**src/rtl/alu_pkg.sv**
```systemverilog
// Opcode constants (funct encoding) and execute-stage state type shared by the ALU blocks.
package alu_pkg;

  localparam int unsigned CTL_W = 6;

  localparam logic [CTL_W-1:0] CTL_AND   = 6'd36;
  localparam logic [CTL_W-1:0] CTL_OR    = 6'd37;
  localparam logic [CTL_W-1:0] CTL_ADD   = 6'd32;
  localparam logic [CTL_W-1:0] CTL_SUB   = 6'd34;
  localparam logic [CTL_W-1:0] CTL_SLT   = 6'd42;
  localparam logic [CTL_W-1:0] CTL_SRL   = 6'd2;
  localparam logic [CTL_W-1:0] CTL_MULTU = 6'd25;

  typedef enum logic {
    S_IDLE = 1'b0,
    S_MUL  = 1'b1
  } alu_state_e;

  // True for codes that complete in a single cycle; MULTU is handled separately.
  function automatic logic is_single_op(input logic [CTL_W-1:0] op);
    logic hit;
    case (op)
      CTL_AND, CTL_OR, CTL_ADD, CTL_SUB, CTL_SLT, CTL_SRL: hit = 1'b1;
      default:                                             hit = 1'b0;
    endcase
    return hit;
  endfunction

endpackage

```
**src/rtl/alu_exec_mult_seq.sv**
```systemverilog
// Unsigned shift-add multiplier, one iteration per step; product_c/last_c expose the
// value the final step will write so the caller can capture it on that same edge.
module mult_seq #(
  parameter int unsigned WIDTH = 32
) (
  input  logic                 clk,
  input  logic                 rst_n,
  input  logic                 start_i,
  input  logic                 step_i,
  input  logic [WIDTH-1:0]     a_i,
  input  logic [WIDTH-1:0]     b_i,
  output logic [2*WIDTH-1:0]   product_c,
  output logic                 last_c
);

  localparam int unsigned CNT_W = (WIDTH > 1) ? $clog2(WIDTH) : 1;

  logic [WIDTH-1:0]   mcand_q;
  logic [2*WIDTH-1:0] acc_q;
  logic [CNT_W-1:0]   count_q;
  logic [WIDTH:0]     sum_c;

  // Upper half accumulates the multiplicand; lower half holds the remaining multiplier bits.
  assign sum_c     = {1'b0, acc_q[2*WIDTH-1:WIDTH]} + (acc_q[0] ? {1'b0, mcand_q} : '0);
  assign product_c = {sum_c, acc_q[WIDTH-1:1]};
  assign last_c    = (count_q == CNT_W'(WIDTH - 1));

  always_ff @(posedge clk or negedge rst_n) begin
    if (!rst_n) begin
      mcand_q <= '0;
      acc_q   <= '0;
      count_q <= '0;
    end else if (start_i) begin
      mcand_q <= a_i;
      acc_q   <= {WIDTH'(0), b_i};
      count_q <= '0;
    end else if (step_i) begin
      acc_q   <= product_c;
      count_q <= count_q + CNT_W'(1);
    end
  end

endmodule

```
**src/rtl/alu_exec.sv**
```systemverilog
// Execute-stage ALU: single-cycle AND/OR/ADD/SUB/SLT/SRL plus sequential MULTU into hi/lo.
// Define ALU_MULTU_EN to build the multiplier; otherwise MULTU is reported as illegal.
module alu_exec
  import alu_pkg::*;
#(
  parameter int unsigned WIDTH = 32
) (
  input  logic             clk,
  input  logic             rst_n,
  input  logic [5:0]       ctl,
  input  logic             start,
  input  logic [WIDTH-1:0] a,
  input  logic [WIDTH-1:0] b,
  input  logic [4:0]       shamt,
  output logic [WIDTH-1:0] result,
  output logic             zero,
  output logic             busy,
  output logic             done,
  output logic             illegal,
  output logic [WIDTH-1:0] hi,
  output logic [WIDTH-1:0] lo
);

  logic [WIDTH-1:0] result_q;
  logic             zero_q;
  logic             done_q;
  logic             illegal_q;
  logic [WIDTH-1:0] alu_res_c;
  logic             alu_ill_c;

  // Single-cycle datapath; unsupported codes yield zero.
  always_comb begin
    alu_res_c = '0;
    alu_ill_c = !is_single_op(ctl);
    case (ctl)
      CTL_AND: alu_res_c = a & b;
      CTL_OR:  alu_res_c = a | b;
      CTL_ADD: alu_res_c = a + b;
      CTL_SUB: alu_res_c = a - b;
      CTL_SLT: alu_res_c = WIDTH'($signed(a) < $signed(b));
      CTL_SRL: alu_res_c = b >> shamt;
      default: alu_res_c = '0;
    endcase
  end

`ifdef ALU_MULTU_EN
  alu_state_e         state_q;
  logic               busy_q;
  logic [WIDTH-1:0]   hi_q;
  logic [WIDTH-1:0]   lo_q;
  logic               mul_start_c;
  logic               mul_step_c;
  logic               mul_last_c;
  logic [2*WIDTH-1:0] mul_prod_c;

  assign mul_start_c = start && (state_q == S_IDLE) && (ctl == CTL_MULTU);
  assign mul_step_c  = (state_q == S_MUL);

  mult_seq #(
    .WIDTH(WIDTH)
  ) u_mult (
    .clk      (clk),
    .rst_n    (rst_n),
    .start_i  (mul_start_c),
    .step_i   (mul_step_c),
    .a_i      (a),
    .b_i      (b),
    .product_c(mul_prod_c),
    .last_c   (mul_last_c)
  );

  // Requests are only looked at in IDLE, so anything presented while busy is dropped.
  always_ff @(posedge clk or negedge rst_n) begin
    if (!rst_n) begin
      state_q   <= S_IDLE;
      result_q  <= '0;
      zero_q    <= 1'b1;
      busy_q    <= 1'b0;
      done_q    <= 1'b0;
      illegal_q <= 1'b0;
      hi_q      <= '0;
      lo_q      <= '0;
    end else begin
      done_q <= 1'b0;
      case (state_q)
        S_IDLE: begin
          if (start) begin
            if (ctl == CTL_MULTU) begin
              state_q   <= S_MUL;
              busy_q    <= 1'b1;
              illegal_q <= 1'b0;
            end else begin
              result_q  <= alu_res_c;
              zero_q    <= (alu_res_c == '0);
              illegal_q <= alu_ill_c;
              done_q    <= 1'b1;
            end
          end
        end
        S_MUL: begin
          if (mul_last_c) begin
            hi_q     <= mul_prod_c[2*WIDTH-1:WIDTH];
            lo_q     <= mul_prod_c[WIDTH-1:0];
            result_q <= mul_prod_c[WIDTH-1:0];
            zero_q   <= (mul_prod_c[WIDTH-1:0] == '0);
            done_q   <= 1'b1;
            busy_q   <= 1'b0;
            state_q  <= S_IDLE;
          end
        end
        default: state_q <= S_IDLE;
      endcase
    end
  end

  assign busy = busy_q;
  assign hi   = hi_q;
  assign lo   = lo_q;
`else
  // Every request completes in one cycle; MULTU falls into the illegal path.
  always_ff @(posedge clk or negedge rst_n) begin
    if (!rst_n) begin
      result_q  <= '0;
      zero_q    <= 1'b1;
      done_q    <= 1'b0;
      illegal_q <= 1'b0;
    end else begin
      done_q <= start;
      if (start) begin
        result_q  <= alu_res_c;
        zero_q    <= (alu_res_c == '0);
        illegal_q <= alu_ill_c;
      end
    end
  end

  assign busy = 1'b0;
  assign hi   = '0;
  assign lo   = '0;
`endif

  assign result  = result_q;
  assign zero    = zero_q;
  assign done    = done_q;
  assign illegal = illegal_q;

endmodule

```
**config.mk**
```make
export PLATFORM = sky130hd
export DESIGN_NAME = alu_exec
export DESIGN_NICKNAME = d
export VERILOG_FILES = /design/src/rtl/alu_pkg.sv /design/src/rtl/alu_exec_mult_seq.sv /design/src/rtl/alu_exec.sv
export SDC_FILE = /design/constraint.sdc
export NUM_CORES = 1
export LEC_CHECK = 0
export CORE_MARGIN = 2
export CORE_UTILIZATION = 55
export CTS_CLUSTER_DIAMETER = 50
export DETAILED_ROUTE_END_ITERATION = 10
export GPL_TIMING_DRIVEN = 0
export PLACE_DENSITY = 0.84
export SYNTH_ARGS = -nofsm -noshare
export SYNTH_HDL_FRONTEND = slang
export SYNTH_SLANG_ARGS = --single-unit
```
**constraint.sdc**
```tcl
create_clock -name clk -period 1.35 [get_ports clk]
set_input_delay 0.135 -clock clk [delete_from_list [all_inputs] [get_ports clk]]
set_output_delay 0.135 -clock clk [all_outputs]
set_load 0.02 [all_outputs]
```
==> run metrics, run 1 <==
Post-DP HPWL 33300 um; CTS buffer count 5; largest net degree at the start of global routing 36; Last stage global routing; clock root buffer clkbuf_16; worst endpoint type sequential cell input; Synth Area in Compound Gates 0.295; Halt Reason [ERROR GRT-0232] Routing congestion too high. Check the congestion heatmap in the GUI.; mux cell area share after synthesis 0.120; Die Span X 134 um; Cell Rows 47; Adder-Cell Fraction of Synth Area 0.140; status aborted with a tool error; combinational family with the most area after synthesis compound AO/OA/AOI/OAI gates; Post-synth top flop dfrtp_1; PortBufs 108; Initial Util 0.562; Clock Tree Buf Depth 2; Post-Synth Simple-Gate Area 0.208; GR Util All Layers 0.707; I/O pins 178; yosys warns 0; routability cong. 1.10; Synth top area share 0.136; Die Ht 134 um; Synth Area in XOR/XNOR 0.00755; pre-CTS setup slack -3.08 ns; share of synthesized registers carrying an async set or reset 1.00; Distinct cells, synth 92; Mapped Cells 1281; Post-synth EDFFs 0; Netlist Area Pre-Place 9280 um2; sequential fraction of the synthesis area 0.0945; clk sinks 35; synthesized area per cell 7.25 um2; top cell type by total area after synthesis ha_1; total gr overflow 80; Yosys reg bits 35; ranking of synthesized cells by area ha_1, dfrtp_1, a21oi_1; grt repair worst endpoint zero$_DFFE_PN1P_/D; htree depth 2
-- per-layer routing --
metal | GRT overflow | track usage
met5 | 0 | 0.144
met4 | 40 | 0.716
met2 | 40 | 0.907
met3 | 0 | 0.508
met1 | 0 | 0.708
-- repair_timing --
action	CTS
buffers inserted	74
resized for setup	530
hold buffers	1
pin swaps	90
hold endpoints to repair	34
setup endpoints to repair	69
-- through the flow --
stage               area, um2   util  hold slack (ns)  std cells
detailed placement      11300  0.686            0.266       1673
floorplan                9980      -           -0.161       1345
CTS                     13300  0.805            0.385       1750
global placement        11300  0.686            0.484       1673
-- synthesized netlist by cell type, drive strengths merged (24+ instances only) --
master / n
nand2: 93
mux2i: 43
clkbuf: 48
nand3: 25
dfrtp: 34
o21ai: 79
nor3: 38
mux2: 24
ha: 101
a21oi: 105
inv: 101
buf: 99
nor2: 135
-- logic make-up after synthesis --
logic type               count (synthesis)
AO/OA/AOI/OAI                          401
multiplexers                            85
buffers and inverters                  249
flip-flops                              35
adder cells (fa/ha/maj)                103
XOR/XNOR                                 8
AND/OR/NAND/NOR                        399
other                                    1
==> run 2, diff against run 1 <==
--- a/config.mk
+++ b/config.mk
@@ -6,11 +6,10 @@
 export NUM_CORES = 1
 export LEC_CHECK = 0
 export CORE_MARGIN = 2
-export CORE_UTILIZATION = 55
-export CTS_CLUSTER_DIAMETER = 50
+export CORE_UTILIZATION = 40
 export DETAILED_ROUTE_END_ITERATION = 10
 export GPL_TIMING_DRIVEN = 0
-export PLACE_DENSITY = 0.84
+export PLACE_DENSITY_LB_ADDON = 0.15
 export SYNTH_ARGS = -nofsm -noshare
 export SYNTH_HDL_FRONTEND = slang
 export SYNTH_SLANG_ARGS = --single-unit
==> run metrics, run 2 <==
unrepaired setup endpoints after global routing true; vias in the first global route 11500; placeable core area roughly 23000 um2; sequential fraction of the synthesis area 0.0945; Worst path max stage delay 0.40 ns; fmax 305 MHz; skew final 0 ns; power density over cell area 577 nW/um2; Critical Path RT 1.54 ns; Cell Rows 55; routability cong. 1.03; cell with the most instances after synthesis nor2_1; I/O pins 178; synthesized area per cell approximately 7.2 um2; CTS buffer count 5; First DRT Iteration DRCs 1180; share of synthesized registers carrying an async set or reset 1.00; GR Util All Layers 0.378; CTS tree done; Post-synth EDFFs 0; Worst Hold Class in -> reg; Yosys reg bits 35; met2 Use GR 0.620; total gr overflow 0; Final Hold Viols 0; Commonest cells post-synth nor2_1, a21oi_1, ha_1, inv_1, nand2_1; Lkg Pwr 6.56 nW; Synth top area share 0.136; Cell Chain, Critical Path buf_8, ha_4, inv_2, fa_2, nand3b_1, a2111oi_4, buf_4, o31ai_4, a211oi_2, o31ai_2, a32o_1, a221oi_4, nand4_1, and4bb_1, nand4_1, o41ai_2; Clock Tree Buf Depth 2; Die Span X 156 um; clk sinks 35; number of flip-flops under the largest register name 32; fin worst setup slack -1.93 ns; global-route wire length before repair 70000 um; initial antenna violation count 2; pre-CTS setup slack -3.27 ns; ranking of synthesized cells by area ha_1, dfrtp_1, a21oi_1; crit path DAT ~3.5 ns; worst-path fanout max 4; Post-synth top flop dfrtp_1; final worst path period need 3.28 ns; vias per inst 6.29; status finished with violations; Distinct cells, synth 92; via count 11900; Initial Util 0.409; largest net degree at the start of global routing 36; DIE AREA about 24000 um2; Final Net Count 1793; DRT Pass-1 Iters 6; WS Path Type in -> reg; max-slew violation total from the final report 0; Die Ht roughly 160 um; max-cap check violation count 0; top cell type by total area after synthesis ha_1; commonest non-fill, non-tap cell in the layout buf_4; layout cells sized above 1 0.447; fill cell count 1915; WHS about 0.3 ns; layer with the highest usage met2; drt total wl 48000 um; Post-Route Utilization 0.662; grt met3 use 0.0612; final setup fails 33; failing checks setup timing; setup_tns -38.87 ns; clock root buffer clkbuf_16; Max-slew headroom 0.441; area grow syn2layout 61.9%; crit path max-delay cell type a2111oi_4; CP most frequent cell nand4_1; worst vdd ir 0.568 mV; PortBufs 108; htree depth 2; yosys warns 0; Residual DRC 0; Slew @ Worst Pin between 0.8 and 0.9 ns; wire per inst 25.3 um; CP startpoint kind input port; Mapped Cells 1281; most frequent cells in the layout buf_4, nor2_1, nand2_1; Crit. End Element register; Post-DP HPWL 36100 um; GR Util met1 0.459; Netlist Area Pre-Place 9280 um2; clock-pin slew on the worst setup and hold paths 0.06 ns; final worst path period share 2.43; post-route ant nets 0; worst-skew pair later-pin latency 0.28 ns
## run 2: routing by layer
layer / up-vias / routed length, um
met2: 714 / 22100
li1: 5254 / -
met5: - / 10
met3: 204 / 3680
met1: 5764 / 18500
met4: 2 / 3730
## run 2: worst max-delay path, delay by kind of cell
kind	cells	cell delay (ns)
buffers and inverters	3	0.32
AOI/OAI and AO/OA	7	1.67
and+or+nand+nor	4	0.82
adders and majority gates	2	0.51
## run 2: worst paths after layout
path	startpoint	to	slack [ns]	cells after the start
min in group asynchronous	rst_n	result[26]	0.49	2
min	ctl[2]	illegal	0.30	4
min reg2reg	result[1]	result[1]	0.49	1
max	b[0]	zero	-1.93	16
max in group asynchronous	rst_n	illegal	0.34	2
max reg2reg	result[10]	result[10]	0.58	1
## run 2: cell families after synthesis
group | after synthesis | synth area share
AO/OA/AOI/OAI | 401 | 0.295
AND/OR/NAND/NOR | 399 | 0.208
buffers and inverters | 249 | 0.134
adder cells (fa/ha/maj) | 103 | 0.140
multiplexers | 85 | 0.120
flip-flops | 35 | 0.0945
XOR/XNOR | 8 | 0.00755
other | 1 | 0.000404
## run 2: final cells by class
| type | instances | area (um2) | share of cell area |
|---|---|---|---|
| flip-flops and latches | 35 | 877 | 0.0584 |
| repair buffers | 267 | 2350 | 0.157 |
| diodes | 1 | 2.50 | 0.000166 |
| multi-input cells | 1061 | 9550 | 0.635 |
| clock buffers | 7 | 133 | 0.00882 |
| plain buffers | 140 | 1300 | 0.0862 |
| inverters | 102 | 433 | 0.0288 |
| well taps | 285 | 357 | 0.0237 |
| clock inverters | 1 | 30.0 | 0.00200 |
## run 2: power breakdown
part | internal [W] | switching (W) | total [W]
clock | 0.000873 | 0.000453 | 0.00133
sequential | 0.00117 | 0.0000585 | 0.00123
combinational | 0.00260 | 0.00351 | 0.00612
## run 2: per-stage QoR
| stage | cell area (um2) | cells | power, W |
|---|---|---|---|
| floorplan | 9980 | 1345 | 0.00411 |
| global placement | 11400 | 1738 | 0.00565 |
| detailed placement | 11400 | 1738 | 0.00566 |
| CTS | 14200 | 1854 | 0.00807 |
| global route | 15000 | 1898 | 0.00905 |
| finish | 15000 | 1899 | 0.00867 |
## run 2: timing repair
item,4_1_cts,5_1_grt
gates resized for setup,702,127
pin swaps,106,63
hold endpoints to repair,34,0
setup buffers,112,53
hold buffers,1,0
endpoints found under the setup margin,69,34
(Power assumes the default switching activity.)
